<file path="src/rtl/rx_arp.sv">
// rtl/rx_arp.sv - ARP receive parser for a 16-bit Ethernet frame stream
//
// Purpose:
//   Parses each received Ethernet frame word by word. ARP requests aimed at
//   the local IP produce a one-cycle ack_en_o pulse with the requester's
//   MAC/IP; ARP replies from the configured peer produce a one-cycle
//   arp_mac_vld_o pulse with the learned peer MAC. Everything else is
//   dropped silently. Truncated frames and a sop arriving mid-frame pulse
//   rx_arp_err_o.
//
// Ports:
//   clk_i          system clock
//   rst_n_i        asynchronous active-low reset
//   rx_data_i      frame data word, first byte in [15:8]
//   rx_vld_i       data/sop/eop/mty valid this cycle (always accepted)
//   rx_sop_i       first word of frame
//   rx_eop_i       last word of frame
//   rx_mty_i       on eop: low byte empty (not needed by the parser)
//   cfg_sip_i      local IP
//   cfg_dip_i      peer IP whose MAC is learned
//   cfg_mac_s_i    local MAC
//   ack_en_o       pulse: ARP request for cfg_sip_i received
//   ack_mac_d_o    requester's sender MAC, held until next ack_en_o
//   ack_ip_d_o     requester's sender IP, held until next ack_en_o
//   arp_mac_vld_o  pulse: ARP reply from cfg_dip_i received
//   arp_mac_o      learned peer MAC, held until next arp_mac_vld_o
//   rx_arp_err_o   pulse: truncated frame or sop mid-frame

module rx_arp #(
   parameter int DATA_W    = 16,
   parameter int IP_W      = 32,
   parameter int MAC_W     = 48,
   parameter int MAX_WORDS = 760
) (
   input  logic              clk_i,
   input  logic              rst_n_i,
   input  logic [DATA_W-1:0] rx_data_i,
   input  logic              rx_vld_i,
   input  logic              rx_sop_i,
   input  logic              rx_eop_i,
   input  logic              rx_mty_i,
   input  logic [IP_W-1:0]   cfg_sip_i,
   input  logic [IP_W-1:0]   cfg_dip_i,
   input  logic [MAC_W-1:0]  cfg_mac_s_i,
   output logic              ack_en_o,
   output logic [MAC_W-1:0]  ack_mac_d_o,
   output logic [IP_W-1:0]   ack_ip_d_o,
   output logic              arp_mac_vld_o,
   output logic [MAC_W-1:0]  arp_mac_o,
   output logic              rx_arp_err_o
);

   localparam int            CW      = $clog2(MAX_WORDS + 1);
   localparam logic [CW-1:0] CNT_MAX = CW'(MAX_WORDS);
   // Index of the last ARP payload word; an eop before it is a truncation.
   localparam logic [CW-1:0] W_LAST  = CW'(20);

   typedef enum logic [1:0] {
      S_IDLE,
      S_PARSE,
      S_DROP,
      S_DONE
   } state_t;

   state_t            state_q, state_d;
   logic [CW-1:0]     cnt_q, cnt_d;
   logic              err_q, err_d;
   // Destination MAC is matched incrementally: bc tracks "all-ones so far",
   // uc tracks "equal to local MAC so far". Either must survive w0-2.
   logic              bc_q, bc_d;
   logic              uc_q, uc_d;
   logic [15:0]       op_q, op_d;
   logic [MAC_W-1:0]  smac_q, smac_d;
   logic [IP_W-1:0]   sip_q, sip_d;
   logic [MAC_W-1:0]  tmac_q, tmac_d;
   logic [IP_W-1:0]   tip_q, tip_d;
   logic [MAC_W-1:0]  ack_mac_hold_q, ack_mac_hold_d;
   logic [IP_W-1:0]   ack_ip_hold_q, ack_ip_hold_d;
   logic [MAC_W-1:0]  arp_mac_hold_q, arp_mac_hold_d;

   logic              take;
   logic              restart;
   logic [CW-1:0]     widx;
   logic              word_ok;
   logic              bc_w;
   logic              req_hit;
   logic              rep_hit;

   // Payload length is implied by the ARP layout; the empty-byte flag
   // carries no information the parser needs.
   logic              unused_mty;
   assign unused_mty = rx_mty_i;

   assign bc_w = (rx_data_i == 16'hFFFF);

   // ------------------------------------------------------------------
   // State register
   // ------------------------------------------------------------------
   always_ff @(posedge clk_i or negedge rst_n_i) begin
      if (!rst_n_i) begin
         state_q        <= S_IDLE;
         cnt_q          <= '0;
         err_q          <= 1'b0;
         bc_q           <= 1'b0;
         uc_q           <= 1'b0;
         op_q           <= '0;
         smac_q         <= '0;
         sip_q          <= '0;
         tmac_q         <= '0;
         tip_q          <= '0;
         ack_mac_hold_q <= '0;
         ack_ip_hold_q  <= '0;
         arp_mac_hold_q <= '0;
      end else begin
         state_q        <= state_d;
         cnt_q          <= cnt_d;
         err_q          <= err_d;
         bc_q           <= bc_d;
         uc_q           <= uc_d;
         op_q           <= op_d;
         smac_q         <= smac_d;
         sip_q          <= sip_d;
         tmac_q         <= tmac_d;
         tip_q          <= tip_d;
         ack_mac_hold_q <= ack_mac_hold_d;
         ack_ip_hold_q  <= ack_ip_hold_d;
         arp_mac_hold_q <= arp_mac_hold_d;
      end
   end

   // ------------------------------------------------------------------
   // Next-state logic: word checks, captures, counter, error pulse
   // ------------------------------------------------------------------
   always_comb begin
      state_d = state_q;
      cnt_d   = cnt_q;
      err_d   = 1'b0;
      bc_d    = bc_q;
      uc_d    = uc_q;
      op_d    = op_q;
      smac_d  = smac_q;
      sip_d   = sip_q;
      tmac_d  = tmac_q;
      tip_d   = tip_q;
      word_ok = 1'b1;

      // A word is parsed when it continues a frame in PARSE, or when it is a
      // sop in any state. A sop always restarts at w0.
      take    = rx_vld_i & (rx_sop_i | (state_q == S_PARSE));
      restart = rx_vld_i & rx_sop_i & ((state_q == S_PARSE) | (state_q == S_DROP));
      widx    = rx_sop_i ? '0 : cnt_q;

      if (take) begin
         case (widx)
            CW'(0): begin
               bc_d    = bc_w;
               uc_d    = (rx_data_i == cfg_mac_s_i[47:32]);
               word_ok = bc_d | uc_d;
            end
            CW'(1): begin
               bc_d    = bc_q & bc_w;
               uc_d    = uc_q & (rx_data_i == cfg_mac_s_i[31:16]);
               word_ok = bc_d | uc_d;
            end
            CW'(2): begin
               bc_d    = bc_q & bc_w;
               uc_d    = uc_q & (rx_data_i == cfg_mac_s_i[15:0]);
               word_ok = bc_d | uc_d;
            end
            CW'(6):  word_ok = (rx_data_i == 16'h0806);
            CW'(7):  word_ok = (rx_data_i == 16'h0001);
            CW'(8):  word_ok = (rx_data_i == 16'h0800);
            CW'(9):  word_ok = (rx_data_i == 16'h0604);
            CW'(10): op_d           = rx_data_i;
            CW'(11): smac_d[47:32]  = rx_data_i;
            CW'(12): smac_d[31:16]  = rx_data_i;
            CW'(13): smac_d[15:0]   = rx_data_i;
            CW'(14): sip_d[31:16]   = rx_data_i;
            CW'(15): sip_d[15:0]    = rx_data_i;
            CW'(16): tmac_d[47:32]  = rx_data_i;
            CW'(17): tmac_d[31:16]  = rx_data_i;
            CW'(18): tmac_d[15:0]   = rx_data_i;
            CW'(19): tip_d[31:16]   = rx_data_i;
            CW'(20): tip_d[15:0]    = rx_data_i;
            default: ;
         endcase

         cnt_d = (widx == CNT_MAX) ? CNT_MAX : widx + 1'b1;

         // An eop seen while still parsing is judged on length alone: the
         // header checks of earlier words have all passed by then.
         if (rx_eop_i) begin
            if (widx >= W_LAST) begin
               state_d = S_DONE;
            end else begin
               state_d = S_IDLE;
               cnt_d   = '0;
               err_d   = 1'b1;
            end
         end else if (!word_ok) begin
            state_d = S_DROP;
         end else begin
            state_d = S_PARSE;
         end
      end else if ((state_q == S_DROP) && rx_vld_i && rx_eop_i) begin
         state_d = S_IDLE;
         cnt_d   = '0;
      end else if (state_q == S_DONE) begin
         state_d = S_IDLE;
         cnt_d   = '0;
      end

      if (restart) begin
         err_d = 1'b1;
      end
   end

   // ------------------------------------------------------------------
   // Output logic: decision in DONE against live cfg values
   // ------------------------------------------------------------------
   always_comb begin
      req_hit = (op_q == 16'd1) && (tip_q == cfg_sip_i);
      rep_hit = (op_q == 16'd2) && (sip_q == cfg_dip_i) && (tmac_q == cfg_mac_s_i);

      ack_en_o      = (state_q == S_DONE) && req_hit;
      arp_mac_vld_o = (state_q == S_DONE) && rep_hit;

      // Fresh values are presented alongside the pulse, then held.
      ack_mac_d_o   = ack_en_o ? smac_q : ack_mac_hold_q;
      ack_ip_d_o    = ack_en_o ? sip_q  : ack_ip_hold_q;
      arp_mac_o     = arp_mac_vld_o ? smac_q : arp_mac_hold_q;

      ack_mac_hold_d = ack_mac_d_o;
      ack_ip_hold_d  = ack_ip_d_o;
      arp_mac_hold_d = arp_mac_o;

      rx_arp_err_o  = err_q;
   end

endmodule

</file>
<file path="config.mk">
export PLATFORM = sky130hd
export DESIGN_NAME = rx_arp
export DESIGN_NICKNAME = d
export VERILOG_FILES = /design/src/rtl/rx_arp.sv
export SDC_FILE = /design/constraint.sdc
export NUM_CORES = 1
export LEC_CHECK = 0
export CAP_MARGIN = 30
export CORE_ASPECT_RATIO = 0.8
export CORE_MARGIN = 4
export CORE_UTILIZATION = 30
export CTS_BUF_LIST = sky130_fd_sc_hd__clkbuf_4
export DETAILED_ROUTE_END_ITERATION = 10
export GPL_TIMING_DRIVEN = 1
export PLACE_DENSITY_LB_ADDON = 0.12
export RECOVER_POWER = 50
export SLEW_MARGIN = 20
export SYNTH_ARGS = -nofsm -noshare
export SYNTH_HDL_FRONTEND = slang
export SYNTH_SLANG_ARGS = --single-unit
</file>
<file path="constraint.sdc">
create_clock -name clk_i -period 3.5 [get_ports clk_i]
set_input_delay 0.7 -clock clk_i [delete_from_list [all_inputs] [get_ports clk_i]]
set_output_delay 0.7 -clock clk_i [all_outputs]
set_load 0.01 [all_outputs]
</file>
; ---- Word-level counts from Yosys, hierarchy flattened
; Cells that the tools add are included.
[word_totals]
register_bits = 319
latch_bits = 0
ram_bits = 0
romBits = 0
in_bits = 134
output_inout_bits = 131
elab_cells = 115
mem_count = 0
[classes]
addsub = 1
multipliers = 0
div = 0
order_cmp = 1
eq_ne = 34
shift = 0
mux = 24
n_bitwise = 11
n_reduce_logical = 25
[op_table]
columns = operator, count
row1 = 48-bit two-way mux, 2
row2 = 10-bit by 4-bit equality test with 1-bit output (second input constant), 8
row3 = 10-bit two-way mux, 7
row4 = 32-bit equality test, 2
row5 = 10-bit by 5-bit equality test with 1-bit output (second input constant), 5
row6 = 16-bit equality test, 3
row7 = 48-bit equality test, 1
row8 = 16-bit by 1-bit equality test with 1-bit output (second input constant), 2
row9 = 16-bit by 12-bit equality test with 1-bit output (second input constant), 2
row10 = 32-bit two-way mux, 1
row11 = 2-bit AND reduction, 13
row12 = 10-bit by 3-bit equality test with 1-bit output (second input constant), 2
row13 = 16-bit by 11-bit equality test with 1-bit output (second input constant), 1
row14 = 16-bit equality test (second input constant), 1
row15 = 16-bit by 2-bit equality test with 1-bit output (second input constant), 1
row16 = 2-bit two-way mux, 6
row17 = 10-bit by 1-bit adder with 10-bit output (second input constant), 1
row18 = 10-bit by 1-bit equality test with 1-bit output (second input constant), 1
row19 = 10-bit equality test (second input constant), 1
row20 = 10-bit by 2-bit equality test with 1-bit output (second input constant), 1
row21 = 10-bit by 5-bit >= comparator with 1-bit output (second input constant), 1
row22 = 10-bit zero test, 1
row23 = 1-bit logical AND, 7
row24 = 1-bit case mux with 7 select lines, 1
row25 = other kinds (10), 25

; ---- Depth between registers and ports, before layout
[depth]
word_depth = 8
mapped_depth = 10
mapped_depth_nobuf = 7

; ---- Worst setup path before layout
; No wires, ideal clock.
[synth_path]
path_kind = input -> output
start = input port cfg_sip_i[22]
end = output port ack_ip_d_o[0]
arrival_ns = 2.896
t_required_ns = 2.800
slack_ns = -0.096
cell_stages = 8
n_path_buf = 2
path_cell_list = xor2_1 -> nor4_1 -> nand4_1 -> or4_1 -> or4_4 -> buf_12 -> buf_12 -> mux2_4
[synth_between]
elab_chain_len = 4
[synth_rtl]
columns = element, line_no
row1 = from (decl), 42  ; input logic [IP_W-1:0] cfg_sip_i,
row2 = 32-bit equality test, 222  ; req_hit = (op_q == 16'd1) && (tip_q == cfg_sip_i);
row3 = 1-bit logical AND, 222
row4 = 1-bit logical AND, 225  ; ack_en_o = (state_q == S_DONE) && req_hit;
row5 = 32-bit two-way mux, 230  ; ack_ip_d_o = ack_en_o ? sip_q : ack_ip_hold_q;
row6 = to (decl), 47  ; output logic [IP_W-1:0] ack_ip_d_o,
; Every way passes these cells.

; ---- Worst setup path in the final report
[layout_path]
start = register tip_q[12]
end = output port ack_ip_d_o[11]
[layout_between]
elab_chain_len = 4
[layout_rtl]
columns = element, line_no
row1 = from (decl), 76  ; logic [IP_W-1:0] tip_q, tip_d;
row2 = from (signal assigned), 124  ; tip_q <= tip_d;
row3 = 32-bit equality test, 222
row4 = 1-bit logical AND, 222
row5 = 1-bit logical AND, 225
row6 = 32-bit two-way mux, 230
; Every way passes these cells.

==> results.md <==
* CP required at 2.80 ns
* Worst Hold Class: flop to flop
* Hold Path Cell Cnt at 1
* Worst Max-Slew Pin Slew at 1.486 ns
* Drc violations at 0
* Nets at 1768
* Hold Fails Final Rpt at 0
* Rows at 73
* Clk_lat worst skew at 0.82 ns
* Max_slew headroom at 0.9485%
* Clock sink count at 319
* Area Growth Syn to Fin at 44.04%
* Worst stage delay on the critical path at 0.47 ns
* Post-synth design cell area at 15030 um2
* Die Area at 53760 um2
* Max Cap Violations at 0
* Dpl hpwl at 36.78 mm
* Sequential-to-total area share from yosys stat at 53.12%
* Setup violators final at 129
* Worst VDD drop at 0.1789 mV
* IO Count at 265
* DR pass1 iterations at 5
* Synth Warn # at 0
* Setup slack, reg-to-reg at 0.31 ns
* PD cells at 365.7 nW/um2
* Number of buffers created by CTS at 88
* WL final at 52.90 mm
* Core Footprint at 49600 um2
* Worst-case reg-to-reg path depth at 11
* Crit share post-route at 131.7%
* CP Max Fanout at 5
* Largest net degree at the start of global routing at 74
* CP Class: flop to output pin
* CP Depth at 11
* Routed WL per cell at 22.35 um
* H-tree Lvls at 3
* Primary FF master, synth: dfrtp_1
* Initial Util at 30.30%
* Synth cell types at 55
* Leakage at 10.71 nW
* Routability Congestion at 0.8613
* Die W at 258.2 um
* Minimum clock period at 4.609 ns
* Fin worst setup slack at -1.109 ns
* Power Total at 7.915 mW
* Via count at 10980
* Finished Cell Area at 21640 um2
* Die H at 208.2 um
* Iter 0 DRT Violations at 601
* EDFF count, synth at 0
* Clock buffer depth at 3
* Synthesis-stage register bit count at 319
* Final Max Tran Viols at 0
* Max Freq at 217.0 MHz
* Worst setup EP type: output pin
* Total Negative Setup Slacks at -111.75 ns
* Outcome: complete, but fails checks
* Placed cell areas at 19520 um2
* Metal3 WL at 3.014 mm
* CP delay by family, top: simple AND/OR/NAND/NOR gates
* Vias/cell at 4.640
* First-pass GRT wire length at 76.83 mm
* CP bufs+invs at 5
* Most common cell after layout, fill and taps aside: dfrtp_1
* Number of antenna violations at the first check in global routing at 7
* Reg clk slew, reported paths at 0.06 ns
* Grt total ovfl at 0
* Syn Area/Cell at 13.46 um2
* Commonest non-fill, non-tap cells in the layout: dfrtp_1, mux2_2, buf_4
* Fraction of layout cells with a size suffix above 1 at 48.64%
* Cell Chain, Critical Path: xor2_1, nor4_2, nand4_1, or4_4, or4_4, buf_12, buf_8, buf_16, buf_8, mux2_4, buf_6
* Startpoint types: flop
* Wire length on met1 at 24.58 mm
* Crit path DAT at 3.91 ns
* Vias in the first global route at 11500
* CTS tree: yes
* Clock skew at 0.05211 ns
* Syn_nets at 1253
* Count of port buffers added during placement at 263
* Synth async-reset ratio at 100.0%
* Antenna Nets Post-Route at 0
* Root Buffer: clkbuf_4
* Met2 routed WL at 23.93 mm
* Overall routing resource usage at 19.17%
* CP max stage cell: or4_4
* Post-Syn Instances at 1116
* Max Used Layer: met5
* Failing checks: negative setup slack
* Unrepaired setup endpoints after global routing: yes
[sequential cells by signal, indices dropped and copies added, names as in the netlist]
signal	flops
ack_ip_hold_q	32
uc_q	1
smac_q	48
op_q	16
tmac_q	48
bc_q	1
sip_q	32
rx_arp_err_o	1
cnt_q	10
ack_mac_hold_q	48
tip_q	32
arp_mac_hold_q	48
state_q	2
[cells by family after synthesis]
group	after synthesis	share of synthesized area, %
flops	319	53.12
mux	303	24.70
simple gates	189	7.302
xor+xnor	144	8.393
buf+inv	97	3.480
compound gates	60	2.689
fa+ha+maj	4	0.3164
[worst register-to-register path: stages (launching register included)]
cell and delay, ns:
dfrtp_1 0.40, xor2_1 0.15, nor4_2 0.39, nand4_1 0.22
or4_4 0.46, or4_4 0.47, buf_12 0.18, buf_12 0.14
buf_12 0.12, buf_6 0.11, mux2_4 0.30, buf_4 0.13
[final timing paths]
path	startpoint	endpoint
worst max-delay path	tip_q[12]$_DFFE_PN0P_	ack_ip_d_o[11]
worst min-delay path	arp_mac_hold_q[19]$_DFF_PN0_	arp_mac_hold_q[19]$_DFF_PN0_
worst max register to register	tip_q[12]$_DFFE_PN0P_	ack_mac_hold_q[7]$_DFF_PN0_
worst min register to register	arp_mac_hold_q[19]$_DFF_PN0_	arp_mac_hold_q[19]$_DFF_PN0_
max in group asynchronous	rst_n_i	ack_mac_hold_q[40]$_DFF_PN0_
min in group asynchronous	rst_n_i	ack_ip_hold_q[1]$_DFF_PN0_
[report_power, final]
group / leakage [nW] / internal [mW] / switching (mW)
Sequential: 4.43 / 3.70 / 0.0227
Clock: 0.658 / 1.82 / 1.65
Combinational: 5.62 / 0.344 / 0.381
Total: 10.7 / 5.86 / 2.05
[per-layer routing]
layer  GRT usage, %  up-vias
li1               -     5024
met1          26.83     5527
met2          29.18      324
met3          5.282      101
met4          5.563        6
met5              0        -
[timing repair]
item                                    4_1_cts  5_1_grt
endpoints found under the setup margin      130      130
hold endpoints to repair                     48        0
pin swaps                                     1        8
hold buffers                                  1        0
resized for setup                           351      313
setup buffers                                 8       65
gates cloned                                  2        2
[cells in the mapped netlist, types with 17 or more instances]
| master | n | area (um2) |
|---|---|---|
| nand2b_1 | 20 | 125.1 |
| nor4_1 | 26 | 162.7 |
| mux2_2 | 222 | 2500 |
| inv_1 | 21 | 78.83 |
| o21ai_0 | 17 | 85.08 |
| nand2_1 | 28 | 105.1 |
| xor2_1 | 30 | 262.8 |
| nand4_1 | 36 | 225.2 |
| clkbuf_1 | 56 | 210.2 |
| mux2_4 | 80 | 1201 |
| dfrtp_1 | 319 | 7983 |
| xnor2_1 | 114 | 998.5 |
[final cells by class]
cell class              count  area (um2)
clock inverters            18       126.4
flip-flops and latches    319        7983
multi-input cells         700        6807
well taps                 675       844.6
inverters                  21       78.83
clock buffers             129       968.4
repair buffers            501        4827
diodes                      4       10.01
fillers                  4668       27950
[per-stage QoR]
stage	util, %	hold WS, ns	setup slack (ns)	instances
2_1_floorplan	-	0.4044	0.07126	1116
3_3_place_gp	39.36	0.4761	-1.547	2145
3_5_place_dp	39.36	0.4775	-1.514	2145
4_1_cts	41.95	0.3337	-1.334	2303
5_1_grt	43.64	0.5077	-1.301	2367
6_report	43.64	0.4909	-1.109	2367
(Power assumes the default switching activity.)
